--- src/rtl/render_pkg.sv ---
// rtl/render_pkg.sv - shared palette indices, scheduler states and sizing helper
//
// Purpose : common definitions for the frame render path.
//   - 16 four-bit palette indices (BLACK..LBLUE)
//   - sched_state_t : framebuffer write scheduler phases
//   - addr_width()  : address width able to hold w*h plus one spare bit,
//                     so that out-of-range engine addresses remain visible
// Ports   : none (package)

package render_pkg;

   localparam logic [3:0] BLACK   = 4'h0;
   localparam logic [3:0] WHITE   = 4'h1;
   localparam logic [3:0] RED     = 4'h2;
   localparam logic [3:0] CYAN    = 4'h3;
   localparam logic [3:0] PURPLE  = 4'h4;
   localparam logic [3:0] GREEN   = 4'h5;
   localparam logic [3:0] BLUE    = 4'h6;
   localparam logic [3:0] YELLOW  = 4'h7;
   localparam logic [3:0] ORANGE  = 4'h8;
   localparam logic [3:0] BROWN   = 4'h9;
   localparam logic [3:0] LRED    = 4'hA;
   localparam logic [3:0] DGRAY   = 4'hB;
   localparam logic [3:0] GRAY    = 4'hC;
   localparam logic [3:0] LGRAY   = 4'hD;
   localparam logic [3:0] LGREEN  = 4'hE;
   localparam logic [3:0] LBLUE   = 4'hF;

   typedef enum logic [2:0] {
      IDLE   = 3'd0,
      CLEAR  = 3'd1,
      DRAW   = 3'd2,
      FLUSH  = 3'd3,
      FINISH = 3'd4
   } sched_state_t;

   function automatic int addr_width(input int w, input int h);
      return $clog2(w * h) + 1;
   endfunction

endpackage

--- src/rtl/rr_arbiter.sv ---
// rtl/rr_arbiter.sv - combinational round-robin arbiter with external pointer
//
// Purpose : grant the first requester at or after ptr, wrapping modulo N.
// Ports   :
//   req  [N]  requesters eligible this cycle
//   ptr  [PW] highest-priority index (always < N)
//   gnt  [N]  one-hot grant, zero when no request

module rr_arbiter #(
   parameter int N  = 4,
   parameter int PW = (N > 1) ? $clog2(N) : 1
) (
   input  logic [N-1:0]  req,
   input  logic [PW-1:0] ptr,
   output logic [N-1:0]  gnt
);

   logic [PW:0]   sum;
   logic [PW-1:0] idx;
   logic          found;

   // Walk the N candidates in priority order; the extra sum bit keeps the
   // modulo wrap correct for non power-of-two N.
   always_comb begin
      gnt   = '0;
      found = 1'b0;
      sum   = '0;
      idx   = '0;
      for (int k = 0; k < N; k++) begin
         sum = {1'b0, ptr} + (PW+1)'(k);
         if (sum >= (PW+1)'(N)) begin
            sum = sum - (PW+1)'(N);
         end
         idx = sum[PW-1:0];
         if (!found && req[idx]) begin
            gnt[idx] = 1'b1;
            found    = 1'b1;
         end
      end
   end

endmodule

--- src/rtl/framebuffer_write_scheduler.sv ---
// rtl/framebuffer_write_scheduler.sv - frame clear sweep plus round-robin engine write arbitration
//
// Purpose : drives framebuffer write port B for one frame. Optionally sweeps
//           every pixel with the background colour, then releases NUM_REQ
//           drawing engines and arbitrates their pixel writes round-robin.
//           Frame completes once every engine has reported done.
// Ports   :
//   clk_in, rst_in          clock, synchronous active-high reset
//   start_in                pulse: begin a frame (honoured only when idle)
//   background_color_in[4]  palette index for the clear sweep
//   req_start_out[N]        one-cycle start pulse to all engines
//   req_valid_in[N]         engine write pending
//   req_addr_in[N*AW]       engine i address in [i*AW +: AW]
//   req_color_in[N*4]       engine i colour in [i*4 +: 4]
//   req_ready_out[N]        one-hot grant, transfer = valid & ready
//   req_done_in[N]          engine finished (latched)
//   write_addr_out[AW]      port-B address
//   write_data_out[4]       port-B data
//   write_valid_out         port-B write enable
//   busy_out                not idle
//   frame_done_out          one-cycle end-of-frame pulse
//   overflow_out            sticky: out-of-range address dropped this frame

module framebuffer_write_scheduler
   import render_pkg::*;
#(
   parameter int PIXEL_WIDTH  = 1280,
   parameter int PIXEL_HEIGHT = 720,
   parameter int NUM_REQ      = 4,
   parameter int CLEAR_EN     = 1,
   parameter int PIXEL_TOTAL  = PIXEL_WIDTH * PIXEL_HEIGHT,
   parameter int AW           = addr_width(PIXEL_WIDTH, PIXEL_HEIGHT)
) (
   input  logic                  clk_in,
   input  logic                  rst_in,
   input  logic                  start_in,
   input  logic [3:0]            background_color_in,
   output logic [NUM_REQ-1:0]    req_start_out,
   input  logic [NUM_REQ-1:0]    req_valid_in,
   input  logic [NUM_REQ*AW-1:0] req_addr_in,
   input  logic [NUM_REQ*4-1:0]  req_color_in,
   output logic [NUM_REQ-1:0]    req_ready_out,
   input  logic [NUM_REQ-1:0]    req_done_in,
   output logic [AW-1:0]         write_addr_out,
   output logic [3:0]            write_data_out,
   output logic                  write_valid_out,
   output logic                  busy_out,
   output logic                  frame_done_out,
   output logic                  overflow_out
);

   localparam int            PW      = (NUM_REQ > 1) ? $clog2(NUM_REQ) : 1;
   localparam logic [AW-1:0] TOTAL_A = AW'(PIXEL_TOTAL);
   localparam logic [AW-1:0] LAST_A  = AW'(PIXEL_TOTAL - 1);
   localparam logic [PW-1:0] LAST_P  = PW'(NUM_REQ - 1);

   sched_state_t         state;
   sched_state_t         state_next;
   logic [3:0]           bg_reg;
   logic [AW-1:0]        clear_cnt;
   logic [NUM_REQ-1:0]   done_mask;
   logic [PW-1:0]        ptr;

   logic [NUM_REQ-1:0]   eligible;
   logic [NUM_REQ-1:0]   gnt;
   logic                 xfer;
   logic                 all_done;
   logic [PW-1:0]        g_idx;
   logic [AW-1:0]        g_addr;
   logic [3:0]           g_color;
   logic                 g_in_range;

   assign all_done = &done_mask;

   // Engines that already reported done are never granted again this frame.
   assign eligible = (state == DRAW) ? (req_valid_in & ~done_mask) : '0;

   rr_arbiter #(
      .N  (NUM_REQ),
      .PW (PW)
   ) u_arb (
      .req (eligible),
      .ptr (ptr),
      .gnt (gnt)
   );

   assign req_ready_out = gnt;
   assign xfer          = |gnt;

   // Select the winning engine's address and colour.
   always_comb begin
      g_idx   = '0;
      g_addr  = '0;
      g_color = '0;
      for (int i = 0; i < NUM_REQ; i++) begin
         if (gnt[i]) begin
            g_idx   = PW'(i);
            g_addr  = req_addr_in[i*AW +: AW];
            g_color = req_color_in[i*4 +: 4];
         end
      end
   end

   assign g_in_range = (g_addr < TOTAL_A);

   always_comb begin
      state_next = state;
      case (state)
         IDLE:    if (start_in) state_next = (CLEAR_EN != 0) ? CLEAR : DRAW;
         CLEAR:   if (clear_cnt == LAST_A) state_next = DRAW;
         DRAW:    if (all_done) state_next = FLUSH;
         FLUSH:   state_next = FINISH;
         FINISH:  state_next = IDLE;
         default: state_next = IDLE;
      endcase
   end

   always_ff @(posedge clk_in) begin
      if (rst_in) begin
         state           <= IDLE;
         bg_reg          <= '0;
         clear_cnt       <= '0;
         done_mask       <= '0;
         ptr             <= '0;
         req_start_out   <= '0;
         write_addr_out  <= '0;
         write_data_out  <= '0;
         write_valid_out <= 1'b0;
         overflow_out    <= 1'b0;
      end else begin
         state <= state_next;

         // Registered so the pulse lands in the first DRAW cycle, whichever
         // state DRAW was entered from.
         req_start_out <= (state_next == DRAW && state != DRAW) ? '1 : '0;

         write_valid_out <= 1'b0;

         case (state)
            IDLE: begin
               if (start_in) begin
                  bg_reg       <= background_color_in;
                  overflow_out <= 1'b0;
                  done_mask    <= '0;
                  clear_cnt    <= '0;
               end
            end
            CLEAR: begin
               write_valid_out <= 1'b1;
               write_addr_out  <= clear_cnt;
               write_data_out  <= bg_reg;
               clear_cnt       <= (clear_cnt == LAST_A) ? '0 : clear_cnt + 1'b1;
            end
            DRAW: begin
               done_mask <= done_mask | req_done_in;
               if (xfer) begin
                  ptr <= (g_idx == LAST_P) ? '0 : g_idx + 1'b1;
                  // Out-of-range writes are acknowledged but never reach the buffer.
                  if (g_in_range) begin
                     write_valid_out <= 1'b1;
                     write_addr_out  <= g_addr;
                     write_data_out  <= g_color;
                  end else begin
                     overflow_out <= 1'b1;
                  end
               end
            end
            default: ;
         endcase
      end
   end

   assign busy_out       = (state != IDLE);
   assign frame_done_out = (state == FINISH);

endmodule

--- config.mk ---
export PLATFORM = sky130hd
export DESIGN_NAME = framebuffer_write_scheduler
export DESIGN_NICKNAME = d
export VERILOG_FILES = /design/src/rtl/render_pkg.sv /design/src/rtl/rr_arbiter.sv /design/src/rtl/framebuffer_write_scheduler.sv
export SDC_FILE = /design/constraint.sdc
export NUM_CORES = 1
export LEC_CHECK = 0
export CORE_MARGIN = 2
export CORE_UTILIZATION = 64
export CTS_CLUSTER_SIZE = 12
export DETAILED_ROUTE_END_ITERATION = 10
export DONT_BUFFER_PORTS = 1
export PLACE_DENSITY_LB_ADDON = 0.25
export SYNTH_ARGS = -nofsm -noshare
export SYNTH_HDL_FRONTEND = slang
export SYNTH_HIERARCHICAL = 1
export SYNTH_SLANG_ARGS = --single-unit
--- constraint.sdc ---
create_clock -name clk_in -period 5.5 [get_ports clk_in]
set_input_delay 1.1 -clock clk_in [delete_from_list [all_inputs] [get_ports clk_in]]
set_output_delay 1.1 -clock clk_in [all_outputs]
set_load 0.05 [all_outputs]
==> After elaboration in Yosys (flattened, before gate mapping) <==
Index checks and enable logic that the tools add are counted.
{ "classes": {"addsub": 9, "n_lt_le_gt_ge": 13, "n_eq_ne": 12, "n_mux": 63, "bitwise": 6, "reduce_logical": 24} }
{ "op_table": {"columns": ["cell", "n"], "rows": [
  ["$mux W21", 8],
  ["$pmux W21 S2", 2],
  ["$mux W4", 13],
  ["$add A21 B1 Y21 const B", 1],
  ["$eq A21 B20 Y1 const B", 1],
  ["$lt A21 B20 Y1 const B", 1],
  ["$mux W1", 17],
  ["$or A4 B4 Y4", 4],
  ["$pmux W4 S2", 2],
  ["$mux W2", 7],
  ["$lt A2 B3 Y1 const B", 4],
  ["$pmux W3 S4", 1],
  ["$eq A3 B2 Y1 const B", 3],
  ["$ge A3 B3 Y1 const B", 3],
  ["$mux W3", 3],
  ["$bmux W1 S2", 4],
  ["$demux W1 S2", 4],
  ["$ge A2 B1 Y1 const B", 4],
  ["$logic_and A1 B1 Y1", 8],
  ["$ne A2 B2 Y1 const B", 4],
  ["$reduce_and A2 Y1", 4],
  ["$reduce_and A4 Y1", 2],
  ["$sub A2 B1 Y2 const B", 4],
  ["$add A2 B2 Y3 const B", 2],
  ["other kinds (16)", 21]
]} }
{ "totals": {"register_bits": 65, "in_bits": 115, "out_inout_bits": 37} }

==> Logic depth before layout (Yosys ltp) <==
{ "depth": {"ltp_word": 23, "depth_mapped": 19} }

==> By module <==
Netlist, hierarchy kept.
{ "modules_own_cells": {"columns": ["mod", "n_inst", "cells_per_inst", "area_each_um2"], "rows": [
  ["framebuffer_write_scheduler", 1, 457, 3764.9],
  ["rr_arbiter", 1, 36, 337.8]
]} }

==> Worst setup path before layout <==
Ideal clock, no wire load.
{ "synth_path": {"path_type": "input port to flip-flop", "startpoint": "input req_valid_in[3]", "endpoint": "register write_addr_out[12]", "arrival_time_ns": 4.810, "required_time_ns": 5.379, "slack_ns": 0.568, "stages": 13, "cell_sequence": "nor3b_1 mux4_2 buf_6 nor2_1 nand2_1 o211ai_1 nor2b_1 a221o_1 a211oi_2 a211oi_2 o31a_1 buf_6 mux2_4"} }
{ "synth_via": {"word_cells_on_any_way": 38, "classes_between": "1 x order compare; 2 x eq/ne; 23 x mux; 4 x bitwise; 8 x reduce/logical"} }
{ "synth_rtl": {"columns": ["element", "line_no", "text"], "rows": [
  ["start: declaration", "framebuffer_write_scheduler.sv:39", "input logic [NUM_REQ-1:0] req_valid_in,"],
  ["$and A4 B4 Y4 *", "framebuffer_write_scheduler.sv:76", "assign eligible = (state == DRAW) ? (req_valid_in & ~done_mask) : '0;"],
  ["$mux W4 *", "framebuffer_write_scheduler.sv:76", null],
  ["$bmux W1 S2", "rr_arbiter.sv:35", "if (!found && req[idx]) begin"],
  ["$mux W1 (not written as such)", "rr_arbiter.sv:35", null],
  ["$mux W1", "rr_arbiter.sv:35", null],
  ["$logic_not A1 Y1", "rr_arbiter.sv:35", null],
  ["$logic_and A1 B1 Y1", "rr_arbiter.sv:35", null],
  ["$mux W1", "rr_arbiter.sv:35", null],
  ["(+3 left out)", null, null],
  ["$logic_not A1 Y1", "rr_arbiter.sv:35", null],
  ["$logic_and A1 B1 Y1", "rr_arbiter.sv:35", null],
  ["$mux W4 *", "rr_arbiter.sv:35", null],
  ["via req_ready_out[1]", "framebuffer_write_scheduler.sv:42", "output logic [NUM_REQ-1:0] req_ready_out,"],
  ["$mux W21 (3 in a row)", "framebuffer_write_scheduler.sv:96", "if (gnt[i]) begin"],
  ["$lt A21 B20 Y1 or $mux W21 (tied branches)", "framebuffer_write_scheduler.sv:104, framebuffer_write_scheduler.sv:159", null],
  ["$ne A2 B2 Y1 (no line) or $mux W21 (tied branches)", null, null],
  ["$reduce_and A3 Y1 (no line) or $pmux W21 S2 (tied branches)", null, null],
  ["end signal: assignment", "framebuffer_write_scheduler.sv:150", "write_addr_out <= clear_cnt;"],
  ["end signal: assignment", "framebuffer_write_scheduler.sv:161", "write_addr_out <= g_addr;"],
  ["end: declaration", "framebuffer_write_scheduler.sv:44", "output logic [AW-1:0] write_addr_out,"]
]} }
The timed path passes the listed nets; every way through them passes the cells marked *. The select of a mux whose other input is x is not followed.
A chain may end at the register's enable or synchronous reset.

==> Final worst setup path <==
{ "layout_path": {"startpoint": "register state[1]", "endpoint": "register write_addr_out[12]"} }
{ "layout_via": {"elab_chain_len": 21, "word_cells_on_any_way": 40, "classes_between": "1 x order compare; 4 x eq/ne; 23 x mux; 3 x bitwise; 9 x reduce/logical"} }
{ "layout_rtl": {"columns": ["element", "line_no", "text"], "rows": [
  ["start: declaration", "framebuffer_write_scheduler.sv:57", "sched_state_t state;"],
  ["start signal: assignment", "framebuffer_write_scheduler.sv:131", "state <= state_next;"],
  ["$eq A3 B2 Y1 *", "framebuffer_write_scheduler.sv:76", null],
  ["$mux W4 *", "framebuffer_write_scheduler.sv:76", null],
  ["via eligible[0]", "framebuffer_write_scheduler.sv:64", "logic [NUM_REQ-1:0] eligible;"],
  ["$bmux W1 S2", "rr_arbiter.sv:35", null],
  ["$mux W1 (not written as such)", "rr_arbiter.sv:35", null],
  ["$mux W1", "rr_arbiter.sv:35", null],
  ["$logic_not A1 Y1", "rr_arbiter.sv:35", null],
  ["$logic_and A1 B1 Y1", "rr_arbiter.sv:35", null],
  ["(+3 left out)", null, null],
  ["$mux W1", "rr_arbiter.sv:35", null],
  ["$logic_not A1 Y1", "rr_arbiter.sv:35", null],
  ["$logic_and A1 B1 Y1", "rr_arbiter.sv:35", null],
  ["$mux W4 *", "rr_arbiter.sv:35", null],
  ["$mux W21 (4 in a row)", "framebuffer_write_scheduler.sv:96", null],
  ["$lt A21 B20 Y1 or $mux W21 (tied branches)", "framebuffer_write_scheduler.sv:104, framebuffer_write_scheduler.sv:159", null],
  ["$ne A2 B2 Y1 (no line) or $mux W21 (tied branches)", null, null],
  ["$reduce_and A3 Y1 (no line) or $pmux W21 S2 (tied branches)", null, null]
]} }
Marked as above.

==> results.yml <==
clock_network:
  numCtsBuffers: 9
  insertion_delay_ps: 340
  h-tree-depth: 3
  cts.clk_slew.worst_paths_ps: 70
  clock_tree_from_tritoncts: "built"
  cts_resized: 0
  clockRootBuffer: "sky130_fd_sc_hd__clkbuf_8"
  cts_hold_repair.buffers: 0
  cts.sink_count: 62
  ctsLongestPathBuffers: 2
  cts_setup_buffers: 0
final_layout:
  drive_above_1_share_pct: 9.81
  syn2layout_area_growth_pct: 4.64
  largestRegisters: "clear_cnt (21), write_addr_out (21)"
  count_of_antenna_diodes_in_the_layout: 0
  non_filler_instance_count_after_layout: 556
  area.sequential_um2: 1240
  utilization_pct: 68.4
  design.final.nets: 597
  finish.instance_area_um2: 4290
  final.fill_count: 522
  multiInputGateArea_um2: 2600
floorplanning:
  floorplan.initialDensity_pct: 65.4
  dieWidth_um: 84.1
  floorplan.io_pins: 152
  die_h_um: 84.1
  die_area_um2: 7070
  area_of_the_placeable_core_um2: 6280
  core.rowCount: 29
sta:
  setup_repair_after_global_routing_missed_its_margin: "no"
  final_hold_viol_count: 0
  max_freq_ghz: 0.203
  hold-worst-slack_ps: 503
  slew_headroom_pct: 33.9
  timing.final.setup_violations: 0
  layout_setup_ws_ps: 564
  tightest_slew_ps: 994
  fin_tns_setup_ps: 0
  timing.clock.skew_ps: 13.9
  period_needed_ps: 4940
  timing.final.max_slew_violations: 0
  timing.final.crit_share_pct: 89.7
synth:
  post_synth_instance_area_um2: 4100
  synth_flop_cell: "sky130_fd_sc_hd__dfxtp_1"
  synth-edff-count: 0
  synth.ff_latch_count: 62
  postSynthNetCount: 615
  synth-seq-area-share_pct: 30.3
  total_number_of_yosys_warnings: 6
  synth-async-reset-ratio_pct: 0
  count_of_unique_library_cells_instantiated_by_yosys: 67
  synth_area_per_cell_um2: 8.32
  synthesis.instances: 493
routing:
  routed_via_density: 6.94
  drc_errors: 0
  drt_iter0_drc: 321
  route.vias.total: 3857
  antenna_left: 0
  drt-pass1-iter-count: 5
  detail_route.wirelength_mm: 11.3
  routedWlPerCell_um: 20.3
critical_path:
  rr_endpoint: "write_addr_out[12]"
  cpMostUsedCell: "sky130_fd_sc_hd__buf_4"
  arrival_time_at_the_worst_endpoint_ps: 5160
  critical_setup_path_kind: "reg -> reg"
  cp_max_fo: 19
  crit-reg2reg-launch: "state[1]"
  cp-start-kind: "flop"
  worst_path_buf_inv: 3
  timing.critical_path.slowest_cell_delay_ps: 620
  end_kind: "flop"
  timing.critical_path.slowest_stage_cell: "sky130_fd_sc_hd__or3_1"
  path_depth: 14
  timing.critical_path.max_delay_family: "compound AO/OA/AOI/OAI gates"
  r2r.worst_path.cells: 14
  setup.worst_path.start: "state[1]"
  worstPathRequired_ps: 5720
  cp_cell_sequence: "inv_2 > or3_1 > nor3b_1 > mux4_1 > nand2_1 > o211ai_1 > nor2b_1 > buf_4 > a221oi_1 > o221a_2 > a211oi_2 > o31a_1 > buf_4 > mux2_4"
  reg2reg_setup_slack_ps: 560
  crit_end: "write_addr_out[12]"
place:
  placement.setup.worst_slack_ps: 620
  globalplace.congestion: 0.863
  dp_hpwl_mm: 8.21
  buffers_on_ports: 0
  post_dp_cell_area_um2: 4070
  dp.cells: 541
grt:
  globalRouteMet1Util_pct: 42.0
  number_of_global_route_vias_before_repair: 3509
  top_usage_layer: "met2"
  wire_length_of_the_first_global_routing_pass_mm: 17.7
  grt_max_degree: 78
  total_grt_usage_pct: 31.1
  grt.overflow.total: 0
  gr-usage-met3_pct: 7.42
  met2_usage_pct: 49.3
  grt_antenna_before_repair: 0
worst_hold_path:
  hold_class: "reg -> reg"
  count_of_cells_along_the_worst_hold_path: 2
power:
  peakVddDrop_mv: 0.143
  power_per_cell_area_nw_per_um2: 228
  total_leakage_power_nw: 1.59
  power.total_uw: 980
run_status:
  run_status: "completed"
flow_run:
  max_cap_viol_count: 0
[metal layers]
metal,vias up,routed length [um]
met2,193,5290
met3,18,855
met5,-,0
li1,1794,-
met4,0,189
met1,1852,4950
[tightest hold or removal path: stages (launching register included)]
cell	delay [ps]
sky130_fd_sc_hd__dfxtp_1	330
sky130_fd_sc_hd__mux2i_1	70
sky130_fd_sc_hd__nor2_1	70
[synthesized netlist by cell type (all sizes together) (4+ instances only)]
| library cell | number | share of area, % |
|---|---|---|
| nor2 | 68 | 6.2 |
| dfxtp | 62 | 30 |
| a21oi | 37 | 4.5 |
| mux2i | 27 | 6.6 |
| nand2 | 26 | 2.4 |
| clkbuf | 25 | 2.3 |
| nand2b | 24 | 3.7 |
| a221oi | 19 | 4.1 |
| a211o | 18 | 3.8 |
| a22oi | 17 | 3.1 |
| buf | 15 | 3.1 |
| o21ai | 14 | 1.7 |
| and3 | 12 | 1.8 |
| inv | 12 | 1.1 |
| nor3 | 10 | 1.2 |
| ha | 7 | 2.1 |
| nand3 | 7 | 0.85 |
| nor2b | 7 | 1.1 |
| a311oi | 6 | 1.3 |
| a31oi | 6 | 0.92 |
| nor3b | 6 | 1.1 |
| a21o | 5 | 1.0 |
| o211ai | 5 | 0.92 |
| mux2 | 4 | 1.5 |
| mux4 | 4 | 2.4 |
[worst min-delay path by stage]
stage	start	endpoint
final	bg_reg[3]	bg_reg[3]
after global routing	clear_cnt[19]	clear_cnt[19]
after CTS	done_mask[1]	done_mask[1]
after detailed placement	done_mask[1]	done_mask[1]
after global placement	bg_reg[1]	bg_reg[1]
after floorplan	done_mask[0]	done_mask[0]
[where the power goes]
group / total (mW) / internal (mW) / switching (mW) / leakage [nW]
combinational: 0.0569 / 0.0221 / 0.0348 / 0.977
sequential: 0.464 / 0.454 / 0.0103 / 0.501
clock: 0.459 / 0.278 / 0.181 / 0.109
[area by class of cell]
cell class                 instances  share of cell area [%]
clock buffer                      12                    3.61
multi-input combinational        379                    60.7
inverter                          12                    1.05
tap                               77                    2.24
sequential                        62                    28.9
timing repair buffer              11                    1.92
clock inverter                     3                    1.57
[layout by cell type, fill, tap and decap left out, drive strengths merged, types with 5 or more instances in the layout]
master / n
dfxtp: 62
inv: 12
mux2i: 27
a311oi: 6
and3: 12
nand2b: 24
nor3b: 6
a221oi: 19
nor2: 68
buf: 11
o21ai: 14
a31oi: 6
nand3: 7
nor3: 10
a22oi: 17
clkbuf: 12
a21oi: 37
nor2b: 7
a21o: 5
a211o: 18
nand2: 26
o211ai: 5
ha: 7
[logic make-up (layout without fill, tap and decap cells)]
logic type      count (synthesis)  after routing  share of synthesized area, %
mux                            35             35                          10.4
flops                          62             62                          30.3
simple gates                  184            184                          23.5
buf+inv                        52             38                          6.53
fa+ha+maj                       7              7                          2.13
compound gates                149            149                          26.3
xor+xnor                        4              4                         0.854
(Power assumes the default switching activity.)
